File: src/rtl/matrix_kbd_scanner_if.sv
// Keyboard scanner bus: row drive / column sense toward the key matrix and
// the status word plus acknowledge toward the CPU register file.
//
// Handshake: the scanner raises key_event for exactly one cycle when a new
// press is accepted and sets keyboard[31] (pending). The consumer answers with
// a one-cycle kb_ack pulse; pending and overrun clear on the following cycle.
// There is no back-pressure: a press accepted while pending is still set
// overwrites the code and raises overrun.
interface matrix_kbd_scanner_if #(
  parameter int ROWS = 4,
  parameter int COLS = 4
);
  logic [ROWS-1:0] row_o;       // active-low row drive
  logic [COLS-1:0] col_i;       // active-low column sense, asynchronous
  logic            kb_ack;      // consumer took the pending key
  logic [31:0]     keyboard;    // status word
  logic            key_event;   // new press accepted
  logic            scan_state;  // debug: 1 while in the SAMPLE state

  // Scanner side
  modport master (
    output row_o, keyboard, key_event, scan_state,
    input  col_i, kb_ack
  );

  // Matrix / CPU side
  modport slave (
    input  row_o, keyboard, key_event, scan_state,
    output col_i, kb_ack
  );
endinterface

File: src/rtl/matrix_kbd_scanner.sv
// Matrix keyboard scanner with frame-level debounce.
// One row at a time is pulled low, given SETTLE_CYCLES to settle, then the
// synchronized columns are captured. After the last row the whole frame is
// reduced to the lowest pressed key index; that candidate must hold for
// DEBOUNCE_SCANS consecutive frames before the debounced state changes.
module matrix_kbd_scanner #(
  parameter int ROWS           = 4,
  parameter int COLS           = 4,
  parameter int SETTLE_CYCLES  = 500,
  parameter int DEBOUNCE_SCANS = 8
) (
  input  logic                 clk,
  input  logic                 rst_n,
  matrix_kbd_scanner_if.master bus
);

  localparam int NKEYS = ROWS * COLS;
  localparam int RW    = (ROWS > 1) ? $clog2(ROWS) : 1;
  localparam int CW    = $clog2(SETTLE_CYCLES + 1);
  localparam int SW    = $clog2(DEBOUNCE_SCANS + 1);

  typedef enum logic {
    SETTLE = 1'b0,
    SAMPLE = 1'b1
  } scan_state_t;

  // Column synchronizer
  logic [COLS-1:0]  col_meta;
  logic [COLS-1:0]  col_sync;

  // Scan FSM
  scan_state_t      state;
  logic             running;
  logic [RW-1:0]    row_idx;
  logic [RW-1:0]    row_next;
  logic [CW-1:0]    settle_cnt;
  logic [ROWS-1:0]  row_drive;

  // Frame capture and candidate
  logic [NKEYS-1:0] frame_buf;
  logic [NKEYS-1:0] frame_now;
  logic             cand_v;
  logic [4:0]       cand;
  logic             frame_end;

  // Debounce
  logic             last_v;
  logic [4:0]       last_c;
  logic [SW-1:0]    stable_cnt;
  logic [SW-1:0]    stable_next;
  logic             deb_v;
  logic [4:0]       deb_c;
  logic             accept;
  logic             press;

  // Key status
  logic             pending;
  logic             overrun;
  logic             key_down;
  logic [4:0]       code;
  logic             key_event_r;

  // Two-flop synchronizer; idle columns read high, so reset to all ones
  always_ff @(posedge clk) begin
    if (!rst_n) begin
      col_meta <= '1;
      col_sync <= '1;
    end else begin
      col_meta <= bus.col_i;
      col_sync <= col_meta;
    end
  end

  // Next row index, wrapping after the last row
  always_comb begin
    row_next = row_idx + RW'(1);
    if (row_idx == RW'(ROWS - 1)) begin
      row_next = '0;
    end
  end

  // Scan FSM: settle a row, sample it once, move to the next row.
  // The cycle after reset only starts driving row 0, so that row 0 gets its
  // full SETTLE_CYCLES+1 cycles like every other row.
  always_ff @(posedge clk) begin
    if (!rst_n) begin
      state      <= SETTLE;
      running    <= 1'b0;
      row_idx    <= '0;
      settle_cnt <= '0;
      row_drive  <= '1;
    end else if (!running) begin
      running   <= 1'b1;
      row_drive <= ~(ROWS'(1));
    end else begin
      case (state)
        SETTLE: begin
          if (settle_cnt == CW'(SETTLE_CYCLES - 1)) begin
            state      <= SAMPLE;
            settle_cnt <= '0;
          end else begin
            settle_cnt <= settle_cnt + CW'(1);
          end
        end
        SAMPLE: begin
          state     <= SETTLE;
          row_idx   <= row_next;
          row_drive <= ~(ROWS'(1) << row_next);
        end
        default: begin
          state <= SETTLE;
        end
      endcase
    end
  end

  // Capture the pressed keys of the row being sampled (columns are active-low)
  always_ff @(posedge clk) begin
    if (!rst_n) begin
      frame_buf <= '0;
    end else if (state == SAMPLE) begin
      frame_buf[row_idx*COLS +: COLS] <= ~col_sync;
    end
  end

  // Complete frame as seen on the last row's sample cycle, including that row
  always_comb begin
    frame_now = frame_buf;
    frame_now[(ROWS-1)*COLS +: COLS] = ~col_sync;
  end

  // Lowest pressed key index in row-major order
  always_comb begin
    cand_v = |frame_now;
    cand   = '0;
    for (int i = NKEYS - 1; i >= 0; i--) begin
      if (frame_now[i]) begin
        cand = 5'(i);
      end
    end
  end

  // Debounce decision for the frame completing this cycle
  always_comb begin
    frame_end   = (state == SAMPLE) && (row_idx == RW'(ROWS - 1));
    stable_next = '0;
    if ({cand_v, cand} == {last_v, last_c}) begin
      if (stable_cnt == SW'(DEBOUNCE_SCANS - 1)) begin
        stable_next = stable_cnt;
      end else begin
        stable_next = stable_cnt + SW'(1);
      end
    end
    accept = frame_end
          && (stable_next == SW'(DEBOUNCE_SCANS - 1))
          && ({cand_v, cand} != {deb_v, deb_c});
    press  = accept && cand_v;
  end

  // Frame history and debounced state
  always_ff @(posedge clk) begin
    if (!rst_n) begin
      last_v     <= 1'b0;
      last_c     <= '0;
      stable_cnt <= '0;
      deb_v      <= 1'b0;
      deb_c      <= '0;
    end else if (frame_end) begin
      last_v     <= cand_v;
      last_c     <= cand;
      stable_cnt <= stable_next;
      if (accept) begin
        deb_v <= cand_v;
        deb_c <= cand;
      end
    end
  end

  // Status word: a press wins over a simultaneous ack (the new key stays
  // pending) but the ack still suppresses overrun for that press
  always_ff @(posedge clk) begin
    if (!rst_n) begin
      pending     <= 1'b0;
      overrun     <= 1'b0;
      key_down    <= 1'b0;
      code        <= '0;
      key_event_r <= 1'b0;
    end else begin
      key_event_r <= press;
      if (accept) begin
        key_down <= cand_v;
      end
      if (press) begin
        code    <= cand;
        pending <= 1'b1;
        overrun <= pending && !bus.kb_ack;
      end else if (bus.kb_ack) begin
        pending <= 1'b0;
        overrun <= 1'b0;
      end
    end
  end

  assign bus.row_o      = row_drive;
  assign bus.keyboard   = {pending, overrun, 21'b0, key_down, 3'b0, code};
  assign bus.key_event  = key_event_r;
  assign bus.scan_state = (state == SAMPLE);

endmodule

File: src/flat_wrapper.sv
// flat-port wrapper written by rule: the top's interface ports become plain ports
module matrix_kbd_scanner_flat 
#(
  parameter int ROWS           = 4,
  parameter int COLS           = 4,
  parameter int SETTLE_CYCLES  = 500,
  parameter int DEBOUNCE_SCANS = 8
)
  (clk, rst_n, bus_row_o, bus_keyboard, bus_key_event, bus_scan_state, bus_col_i, bus_kb_ack);
  matrix_kbd_scanner_if #(.ROWS(ROWS), .COLS(COLS)) bus_i ();
  input  logic clk;
  input  logic rst_n;
  output wire logic [$bits(bus_i.row_o)-1:0] bus_row_o;
  output wire logic [$bits(bus_i.keyboard)-1:0] bus_keyboard;
  output wire logic [$bits(bus_i.key_event)-1:0] bus_key_event;
  output wire logic [$bits(bus_i.scan_state)-1:0] bus_scan_state;
  input wire logic [$bits(bus_i.col_i)-1:0] bus_col_i;
  input wire logic [$bits(bus_i.kb_ack)-1:0] bus_kb_ack;
  assign bus_row_o = bus_i.row_o;
  assign bus_keyboard = bus_i.keyboard;
  assign bus_key_event = bus_i.key_event;
  assign bus_scan_state = bus_i.scan_state;
  assign bus_i.col_i = bus_col_i;
  assign bus_i.kb_ack = bus_kb_ack;
  matrix_kbd_scanner #(.ROWS(ROWS), .COLS(COLS), .SETTLE_CYCLES(SETTLE_CYCLES), .DEBOUNCE_SCANS(DEBOUNCE_SCANS)) u_core (.clk(clk), .rst_n(rst_n), .bus(bus_i));
endmodule
File: config.mk
export PLATFORM = sky130hd
export DESIGN_NAME = matrix_kbd_scanner_flat
export DESIGN_NICKNAME = d
export VERILOG_FILES = /design/src/rtl/matrix_kbd_scanner_if.sv /design/src/rtl/matrix_kbd_scanner.sv /design/src/flat_wrapper.sv
export SDC_FILE = /design/constraint.sdc
export NUM_CORES = 1
export LEC_CHECK = 0
export ABC_CLOCK_PERIOD_IN_PS = 6800
export CAP_MARGIN = 20
export CORE_UTILIZATION = 49
export CTS_CLUSTER_DIAMETER = 200
export DETAILED_ROUTE_END_ITERATION = 10
export HOLD_SLACK_MARGIN = 0.03
export PLACE_DENSITY = 0.73
export REMOVE_ABC_BUFFERS = 1
export SLEW_MARGIN = 20
export SYNTH_ARGS = -nofsm -noshare
export SYNTH_HDL_FRONTEND = slang
export SYNTH_SLANG_ARGS = --single-unit
File: constraint.sdc
create_clock -name clk -period 6.8 [get_ports clk]
set_input_delay 1.02 -clock clk [delete_from_list [all_inputs] [get_ports clk]]
set_output_delay 1.02 -clock clk [all_outputs]
set_load 0.02 [all_outputs]
==> metrics.md, run 1 <==
| Metric | Value |
|---|---|
| Status | finished clean |
| Chip Height | about 80 um |
| Die width | between 80 and 90 um |
| Xor and xnor area share after synthesis | 0.0344 |
| CP arrival | between 3000 and 4000 ps |
| Final Setup Violations | 0 |
| Clock latency on the worst-skew pair | between 300 and 400 ps |
| Worst path cell trace | nand2b_1 > a311o_1 > and4_1 > or4_1 > nor3_1 > o21ai_0 > a21boi_0 |
| DIE AREA | around 6600 um^2 |
| Worst path setup slack after routing | 3980 ps |
| Max frequency | 0.355 GHz |
| Clock sinks | ~60 |
| Unrepaired setup endpoints after global routing | no |
| Multi-input gate area | about 1700 um^2 |
| YS warnings | 0 |
| Dpl ws | between 4000 and 5000 ps |
| Final setup TNS | 0 ps |
| Max Cap Violations | 0 |
| Worst Path Class, Setup | flip-flop to flip-flop |
| H-tree Lvls | 3 |
| EDFF count, synth | 0 |
| Largest family of logic cells by synthesized area | simple AND/OR/NAND/NOR gates |
| Avg Cell Area, Syn | around 8.5 um^2 |
| Fin. Hold Viols | 0 |
| Worst VDD drop | ~0.15 mV |
| Post-CTS Hold Buffers | 0 |
| Post_cts resized | 0 |
| Initial antenna violation count | 0 |
| NumNets Final | just under 400 |
| Post-synth ARST share | 0 |
| Cell count after synthesis | ~360 |
| Post-route DRC | 0 |
| CTS tree | built |
| IO Count | 45 |
| Slew Viols, Final | 0 |
| Post-synth cell types | 49 |
| Tmin final | 2820 ps |
| Relative slew margins | 0.541 |
| Critical Path Slowest Stage Cell | nor3_1 |
| Synth Area in Simple Gates | 0.292 |
| Layout Skew | about 7.1 ps |
| Setup crit start kind | flip-flop |
| Vias after detailed routing | 2,384 |
| Worst setup EP type | flip-flop |
| Postcts setup bufs | 0 |
| Area grow syn2layout | 10.4% |
| Final wirelength | approximately 5.7 mm |
| Min-delay worst type | flip-flop to flip-flop |
| Antenna Nets Post-Route | 0 |
| Longest Clk Path Bufs | 2 |
| Wire length per cell | around 13 um |
| Clock transition at path regs | 70 ps |
| Worst hold slack | around 410 ps |
| Initial Util | 0.513 |
| Post-synthesis mux area share | 0.0393 |
| Global-route wire length before repair | around 9.3 mm |
| Largest net degree at the start of global routing | 58 |
| Pleak | around 1.4 nW |
| Storage cell area | roughly 1200 um^2 |
| DP Wirelength | 3.83 mm |
| Port buffer count | 19 |
| Final period util | 0.414 |
| Number of antenna diodes | 0 |
| Dominant synthesized flop cell | dfxtp_1 |
| Pwr dens | approximately 220 nW/um^2 |
| Vias/cell | roughly 5.3 |
| Fin util | 0.567 |
| Synth Register Bits | about 60 |
| Least-Margin Pin Slew | ~700 ps |
| Root buf cell | clkbuf_8 |
| Fill cells | 543 |
| Register area share after synthesis | 0.387 |
| Drt pass-1 iters | 4 |
| Gp weighted congestion | about 0.81 |
| Mapped Area | 3060 um^2 |
| GRT Total Usage | 0.189 |
| Adder-Cell Fraction of Synth Area | 0.0287 |
| Std-Cell Rows | 28 |
| Core ar. | just under 6000 um^2 |
| DR iter-0 viols | 95 |
| Fraction of layout instances using a drive strength above 1 | 0.0559 |
| Vias in the first global route | 2,097 |
| Synth Area in Compound Gates | 0.123 |
| Grt total ovfl | 0 |
| Worst endpoint required time | just over 7000 ps |
| Max FO, Critical Path | 7 |
| Total CTS buffers | 9 |
| CP max stage delay | roughly 630 ps |
-- flip-flops by register name, indices dropped and copies added, names as in the netlist, 2 cells and up --
| name | flops |
|---|---|
| u_core.bus.row_o | 4 |
| u_core.code | 4 |
| u_core.col_meta | 4 |
| u_core.col_sync | 4 |
| u_core.deb_c | 4 |
| u_core.frame_buf | 12 |
| u_core.last_c | 4 |
| u_core.row_idx | 2 |
| u_core.settle_cnt | 9 |
| u_core.stable_cnt | 4 |
-- cells in the mapped netlist (all sizes together), types with 2 or more instances --
| library cell | number | area share |
|---|---|---|
| a2111oi | 2 | 0.0078 |
| a21boi | 3 | 0.0074 |
| a21oi | 9 | 0.015 |
| a31oi | 2 | 0.0090 |
| and2 | 17 | 0.035 |
| and3 | 3 | 0.0061 |
| and4 | 2 | 0.0057 |
| buf | 30 | 0.072 |
| clkbuf | 10 | 0.013 |
| dfxtp | 59 | 0.39 |
| ha | 7 | 0.029 |
| inv | 8 | 0.0098 |
| mux2i | 12 | 0.039 |
| nand2 | 45 | 0.055 |
| nand2b | 14 | 0.029 |
| nand3 | 9 | 0.015 |
| nand3b | 2 | 0.0049 |
| nand4 | 6 | 0.012 |
| nor2 | 23 | 0.028 |
| nor2b | 7 | 0.014 |
| nor3 | 14 | 0.023 |
| nor4 | 7 | 0.018 |
| o211a | 5 | 0.016 |
| o21a | 2 | 0.0049 |
| o21ai | 21 | 0.034 |
| or3 | 4 | 0.0082 |
| or4 | 9 | 0.025 |
| xnor2 | 6 | 0.017 |
| xor2 | 6 | 0.017 |
-- report_power, final --
part           switching, mW  internal, mW
registers            0.00389         0.350
logic                 0.0346        0.0172
clock network          0.130         0.202
-- layout make-up --
type | instances | share of cell area
Clock buffer | 11 | 0.0389
Clock inverter | 3 | 0.0193
Inverter | 8 | 0.00890
Multi-Input combinational cell | 275 | 0.496
Sequential cell | 59 | 0.350
Tap cell | 75 | 0.0278
Timing Repair Buffer | 20 | 0.0586
-- worst paths after layout --
| check | startpoint | to | slack, ps | cells after the start |
|---|---|---|---|---|
| worst min-delay path | u_core.col_meta[2] | u_core.col_sync[2] | 410 | 1 |
| worst min register to register | u_core.col_meta[2] | u_core.col_sync[2] | 410 | 1 |
| worst max-delay path | u_core.col_sync[2] | u_core.stable_cnt[0] | 3980 | 7 |
| worst max register to register | u_core.col_sync[2] | u_core.stable_cnt[0] | 3980 | 7 |
-- metal layers --
metal  GRT usage  vias up  routed length (um)
met3      0.0573        8                 253
met4      0.0929        0                  89
met5           0        -                   0
li1            -     1217                   -
met1       0.223     1100                2720
met2       0.310       59                2630
-- kinds of logic after synthesis --
| kind of cell | Yosys count |
|---|---|
| adders and majority gates | 7 |
| other | 1 |
| buffers and inverters | 48 |
| and+or+nand+nor | 165 |
| AOI/OAI and AO/OA | 54 |
| xor gates and xnor gates | 12 |
| DFF | 59 |
| muxes | 12 |
-- per-stage QoR --
stage	instance area, um^2	power, mW	instances
finish	3370	0.737	451
CTS	3370	0.743	451
detailed placement	3180	0.413	437
floorplan	2890	0.398	342
global placement	3180	0.412	437
global route	3370	0.764	451
-- critical path: cells and delay by family, from the launching register on --
kind            cells  cell delay [ps]
simple gates        4             1520
compound gates      3              770
flops               1              440
-- cell usage in the layout (no fill, tap or decap), types with 12 or more instances in the layout --
| master | count |
|---|---|
| and2_1 | 17 |
| clkdlybuf4s50_1 | 19 |
| conb_1 | 25 |
| dfxtp_1 | 59 |
| mux2i_1 | 12 |
| nand2_1 | 45 |
| nand2b_1 | 14 |
| nor2_1 | 23 |
| nor3_1 | 14 |
| o21ai_0 | 21 |
Power figures use the tool's default switching activity.
==> run 2: changes to the inputs <==
- ABC_CLOCK_PERIOD_IN_PS: 6800 -> 2900
- clock period: 6.8 -> 2.9 ns (I/O delays scaled with it)
==> run 2 against run 1 <==
  * Count of clock-buffer cells in the layout stayed put
  * Sequential share of layout area is 0.36 points lower
  * Flip-flop and latch count stayed put
  * Largest cell class unchanged
==> metrics.md, run 2 (same netlist as run 1, synthesis figures left out) <==
| Metric | Value |
|---|---|
| Max FO, Critical Path | 7 |
| Root buf cell | clkbuf_8 |
| Clock latency on the worst-skew pair | approximately 330 ps |
| Post_cts resized | 0 |
| Std-Cell Rows | 28 |
| Largest net degree at the start of global routing | 39 |
| Slew Viols, Final | 0 |
| Number of flip-flops in the largest register | 12 |
| Status | finished clean |
| CP max stage delay | 620 ps |
| Longest Clk Path Bufs | 2 |
| Grt total ovfl | 0 |
| Postcts setup bufs | 0 |
| GRT Total Usage | 0.190 |
| DIE AREA | ~6600 um^2 |
| Antenna Nets Post-Route | 0 |
| Final setup TNS | 0 ps |
| Most frequent cells in the layout | dfxtp_1, nand2_1, conb_1 |
| Multi-input gate area | roughly 1700 um^2 |
| Worst setup EP type | flip-flop |
| Worst Path Class, Setup | flip-flop to flip-flop |
| Tmin final | ~2700 ps |
| Core ar. | approximately 6000 um^2 |
| Fill cells | about 560 |
| Biggest register | u_core.frame_buf |
| Relative slew margins | 0.617 |
| NumNets Final | about 390 |
| Largest regs | u_core.frame_buf: 12 flops, u_core.settle_cnt: 9 flops |
| GRT busiest layer | met2 |
| Vias after detailed routing | around 2,400 |
| Min-delay worst type | flip-flop to flip-flop |
| Post-CTS Hold Buffers | 0 |
| Pwr dens | 492 nW/um^2 |
| Global-route wire length before repair | between 9 and 10 mm |
| Layout Skew | between 8 and 9 ps |
| Final wirelength | 5.59 mm |
| Dpl ws | roughly 230 ps |
| Clock sinks | between 50 and 60 |
| Wire length per cell | ~12 um |
| DP Wirelength | ~3.9 mm |
| HP Start | u_core.col_meta[0] |
| Final Setup Violations | 0 |
| Initial Util | 0.513 |
| Storage cell area | 1180 um^2 |
| IO Count | 45 |
| Max Cap Violations | 0 |
| Fraction of layout instances using a drive strength above 1 | 0.0757 |
| Post-route cell area | around 3400 um^2 |
| Least-Margin Pin Slew | about 570 ps |
| Die width | 81.0 um |
| Routing usage on met3 | 0.0742 |
| Max frequency | roughly 0.37 GHz |
| H-tree Lvls | 3 |
| Chip Height | slightly above 80 um |
| DR iter-0 viols | approximately 150 |
| Worst VDD drop | around 0.35 mV |
| Crit. Startpoint | u_core.col_sync[3] |
| Clock transition at path regs | ~60 ps |
| CP arrival | between 2000 and 3000 ps |
| GR Util met2 | 0.323 |
| Port buffer count | 19 |
| Setup crit start kind | flip-flop |
| Drt pass-1 iters | 4 |
| Fin. Hold Viols | 0 |
| Vias/cell | between 5 and 6 |
| Worst path buffer plus inverter count | 0 |
| Total power draw | roughly 1.7 mW |
| Gp weighted congestion | approximately 0.83 |
| CTS tree | built |
| Unrepaired setup endpoints after global routing | no |
| Fin util | 0.572 |
| Final period util | 0.925 |
| R2R Path Start | u_core.col_sync[3] |
| Number of antenna diodes | 0 |
| Initial antenna violation count | 0 |
| Area grow syn2layout | 11.6% |
| Placement-stage cell area | approximately 3200 um^2 |
| Worst path setup slack after routing | 218 ps |
| Worst endpoint required time | 3120 ps |
| Commonest non-fill, non-tap cell in the layout | dfxtp_1 |
| Critical Path Slowest Stage Cell | or4_1 |
| Met1 Resource Use GR | 0.210 |
| CP top delay family | simple AND/OR/NAND/NOR gates |
| Worst path cell trace | nand2b_1 > a311o_1 > and4_1 > or4_1 > or4_4 > mux2i_1 > and2_1 |
| Vias in the first global route | around 2,300 |
| Post-route DRC | 0 |
| Pleak | approximately 1.4 nW |
| Total CTS buffers | 9 |
run 2: changes by cell type in the layout (fill, tap and decap cells not counted):
cell / before / now
bufinv_16: 2 / 1
clkinvlp_4: 0 / 1
buf_4: 1 / 6
clkinv_2: 1 / 3
clkbuf_1: 2 / 1
clkbuf_8: 9 / 10
run 2: final cells by class:
cell class | instances | share of cell area
clock buffer | 11 | 0.0415
clock inverter | 5 | 0.0154
inverter | 8 | 0.00881
multi-input combinational | 275 | 0.491
sequential | 59 | 0.346
tap | 75 | 0.0275
timing repair buffer | 25 | 0.0690
run 2: stage by stage:
stage | hold slack (ps) | cells
4_1_cts | 408 | 458
6_report | 406 | 458
5_1_grt | 438 | 458
3_5_place_dp | 394 | 442
2_1_floorplan | 386 | 342
3_3_place_gp | 389 | 442
run 2: path summary, 6_finish.rpt:
| check | endpoint | slack (ps) | depth (start not counted) |
|---|---|---|---|
| max | u_core.deb_c[1] | 220 | 7 |
| min | u_core.col_sync[0] | 410 | 1 |
| max reg2reg | u_core.deb_c[1] | 220 | 7 |
| min reg2reg | u_core.col_sync[0] | 410 | 1 |
run 2: worst register-to-register path, cell delays in order (launching register included):
cell and delay (ps):
dfxtp_1 360, nand2b_1 160, a311o_1 380, and4_1 180, or4_1 620, or4_4 600
mux2i_1 130, and2_1 160
run 2: where the power goes:
part / switching [mW] / total [mW] / leakage, nW / internal (mW)
Sequential: 0.00833 / 0.829 / 0.478 / 0.820
Combinational: 0.0820 / 0.126 / 0.806 / 0.0439
Clock: 0.306 / 0.721 / 0.0991 / 0.415
run 2: metal layers:
metal,vias to the layer above,share of wire
met5,-,0
met4,0,0.011
met3,9,0.054
met2,57,0.47
met1,1092,0.46
li1,1234,-
==> run 3: changes to the inputs <==
- CORE_UTILIZATION: 49 -> 50
- PLACE_DENSITY: 0.73 -> 0.74
==> run 3 against run 2 <==
  * Clock power increased by 8.9%
  * Sequential power about the same
  * Final area increased by 0.84%
  * Clock skew increased by 1.1 ps
  * Critical path depth unchanged
  * Setup slack got worse by 56 ps
  * Register-to-register slack got worse by 60 ps
  * Routed wire length decreased by 0.48%
  * Utilization increased by 0.82 points
  * Total power increased by 3.8%
==> metrics.md, run 3 (same netlist as run 1, synthesis figures left out) <==
| Metric | Value |
|---|---|
| Worst path cell trace | or4_1 > a31o_1 > a31oi_4 > xnor2_1 > nor4_2 > or4_1 > mux2i_1 |
| Port buffer count | 19 |
| Root buf cell | clkbuf_8 |
| Relative slew margins | 0.483 |
| Worst VDD drop | 0.299 mV |
| Dpl ws | roughly 200 ps |
| Fill cells | between 500 and 600 |
| Antenna Nets Post-Route | 0 |
| CP dominant cell by count | or4_1 |
| DR iter-0 viols | 172 |
| Routed met2 length | 2.63 mm |
| Pleak | ~1.4 nW |
| Global-route wire length before repair | 9.67 mm |
| Number of antenna diodes | 0 |
| Worst Path Class, Setup | flip-flop to flip-flop |
| Largest net degree at the start of global routing | 20 |
| Unrepaired setup endpoints after global routing | no |
| Drt pass-1 iters | 4 |
| Largest regs | u_core.frame_buf: 12 flops, u_core.settle_cnt: 9 flops |
| Die width | about 80 um |
| CTS tree | built |
| DP Wirelength | about 4.0 mm |
| Tmin final | ~2700 ps |
| Wire length per cell | between 10 and 15 um |
| Vias in the first global route | approximately 2,200 |
| Min-delay worst type | flip-flop to flip-flop |
| H-tree Lvls | 3 |
| GRT Total Usage | 0.197 |
| Vias after detailed routing | about 2,400 |
| Storage cell area | approximately 1200 um^2 |
| Multi-input gate area | about 1700 um^2 |
| Setup crit start kind | flip-flop |
| Gp weighted congestion | ~0.84 |
| DR WL met3 | 203 um |
| Commonest non-fill, non-tap cell in the layout | dfxtp_1 |
| Clock transition at path regs | ~60 ps |
| Final setup TNS | 0 ps |
| Core ar. | just under 6000 um^2 |
| Max frequency | about 0.37 GHz |
| Status | finished clean |
| Fraction of layout instances using a drive strength above 1 | 0.0757 |
| Number of flip-flops in the largest register | 12 |
| NumNets Final | 392 |
| IO Count | between 40 and 50 |
| Critical Path Slowest Stage Cell | or4_1 |
| Clock sinks | 59 |
| Pwr dens | 506 nW/um^2 |
| Initial antenna violation count | 0 |
| Grt total ovfl | 0 |
| Least-Margin Pin Slew | about 770 ps |
| Fin util | 0.581 |
| Reg-to-reg slack, setup | ~160 ps |
| Area grow syn2layout | 12.5% |
| Std-Cell Rows | 28 |
| Met1 WL | between 2 and 3 mm |
| Final wirelength | 5.56 mm |
| Post-route DRC | 0 |
| Final Setup Violations | 0 |
| Biggest register | u_core.frame_buf |
| Fin. Hold Viols | 0 |
| Post-CTS Hold Buffers | 0 |
| Max FO, Critical Path | 6 |
| Worst setup EP type | flip-flop |
| DIE AREA | approximately 6400 um^2 |
| Total CTS buffers | 9 |
| Slew Viols, Final | 0 |
| Max Cap Violations | 0 |
| Longest Clk Path Bufs | 2 |
| CP max stage delay | 690 ps |
| CP arrival | 2950 ps |
| Clock latency on the worst-skew pair | between 300 and 400 ps |
| Layout Skew | between 9 and 10 ps |
| Worst path setup slack after routing | approximately 160 ps |
| Initial Util | 0.516 |
| Vias/cell | between 5 and 6 |
| Chip Height | about 80 um |
| Worst endpoint required time | 3110 ps |
| Final period util | 0.944 |
| Most frequent cells in the layout | dfxtp_1, nand2_1, conb_1 |
| Uppermost layer routed | met4 |
==> run 3: power breakdown <==
part	internal (mW)	switching (mW)	total (mW)
registers	0.820	0.00908	0.829
clock network	0.467	0.317	0.785
logic	0.0439	0.0821	0.126
total	1.33	0.408	1.74
==> run 3: cell type report <==
type	count	share of cell area
Tap cell	75	0.0273
Sequential cell	59	0.344
Clock inverter	3	0.0131
Timing Repair Buffer	25	0.0684
Multi-Input combinational cell	275	0.490
Clock buffer	13	0.0491
Inverter	8	0.00873
==> run 3: critical path, delay by kind of cell (launching register included) <==
kind / cells / cell delay (ps)
flip-flops: 1 / 380
multiplexers: 1 / 170
AND/OR/NAND/NOR: 3 / 1360
AO/OA/AOI/OAI: 2 / 520
XOR/XNOR: 1 / 180
==> run 3: stage by stage <==
step	cells	hold WS, ps	total power [mW]	instance area, um^2
floorplan	342	386	0.933	2890
finish	458	412	1.74	3440
detailed placement	442	397	0.973	3220
global placement	442	392	0.971	3220
global route	458	427	1.82	3440
CTS	458	417	1.76	3430
==> run 3: worst paths after layout <==
| kind | start | end | cells after the start |
|---|---|---|---|
| max | u_core.frame_buf[6] | u_core.deb_c[2] | 7 |
| min reg2reg | u_core.col_meta[1] | u_core.col_sync[1] | 1 |
| max reg2reg | u_core.frame_buf[6] | u_core.deb_c[2] | 7 |
| min | u_core.col_meta[1] | u_core.col_sync[1] | 1 |
==> run 3: what timing repair did <==
item,in CTS,in global routing
setup endpoints to repair,0,4
resized for setup,0,1
buffers inserted,0,0
==> run 3: per-layer routing <==
| metal | GRT usage | vias to the layer above |
|---|---|---|
| li1 | - | 1231 |
| met2 | 0.338 | 40 |
| met5 | 0 | - |
| met1 | 0.225 | 1102 |
| met4 | 0.0679 | 0 |
| met3 | 0.0682 | 9 |
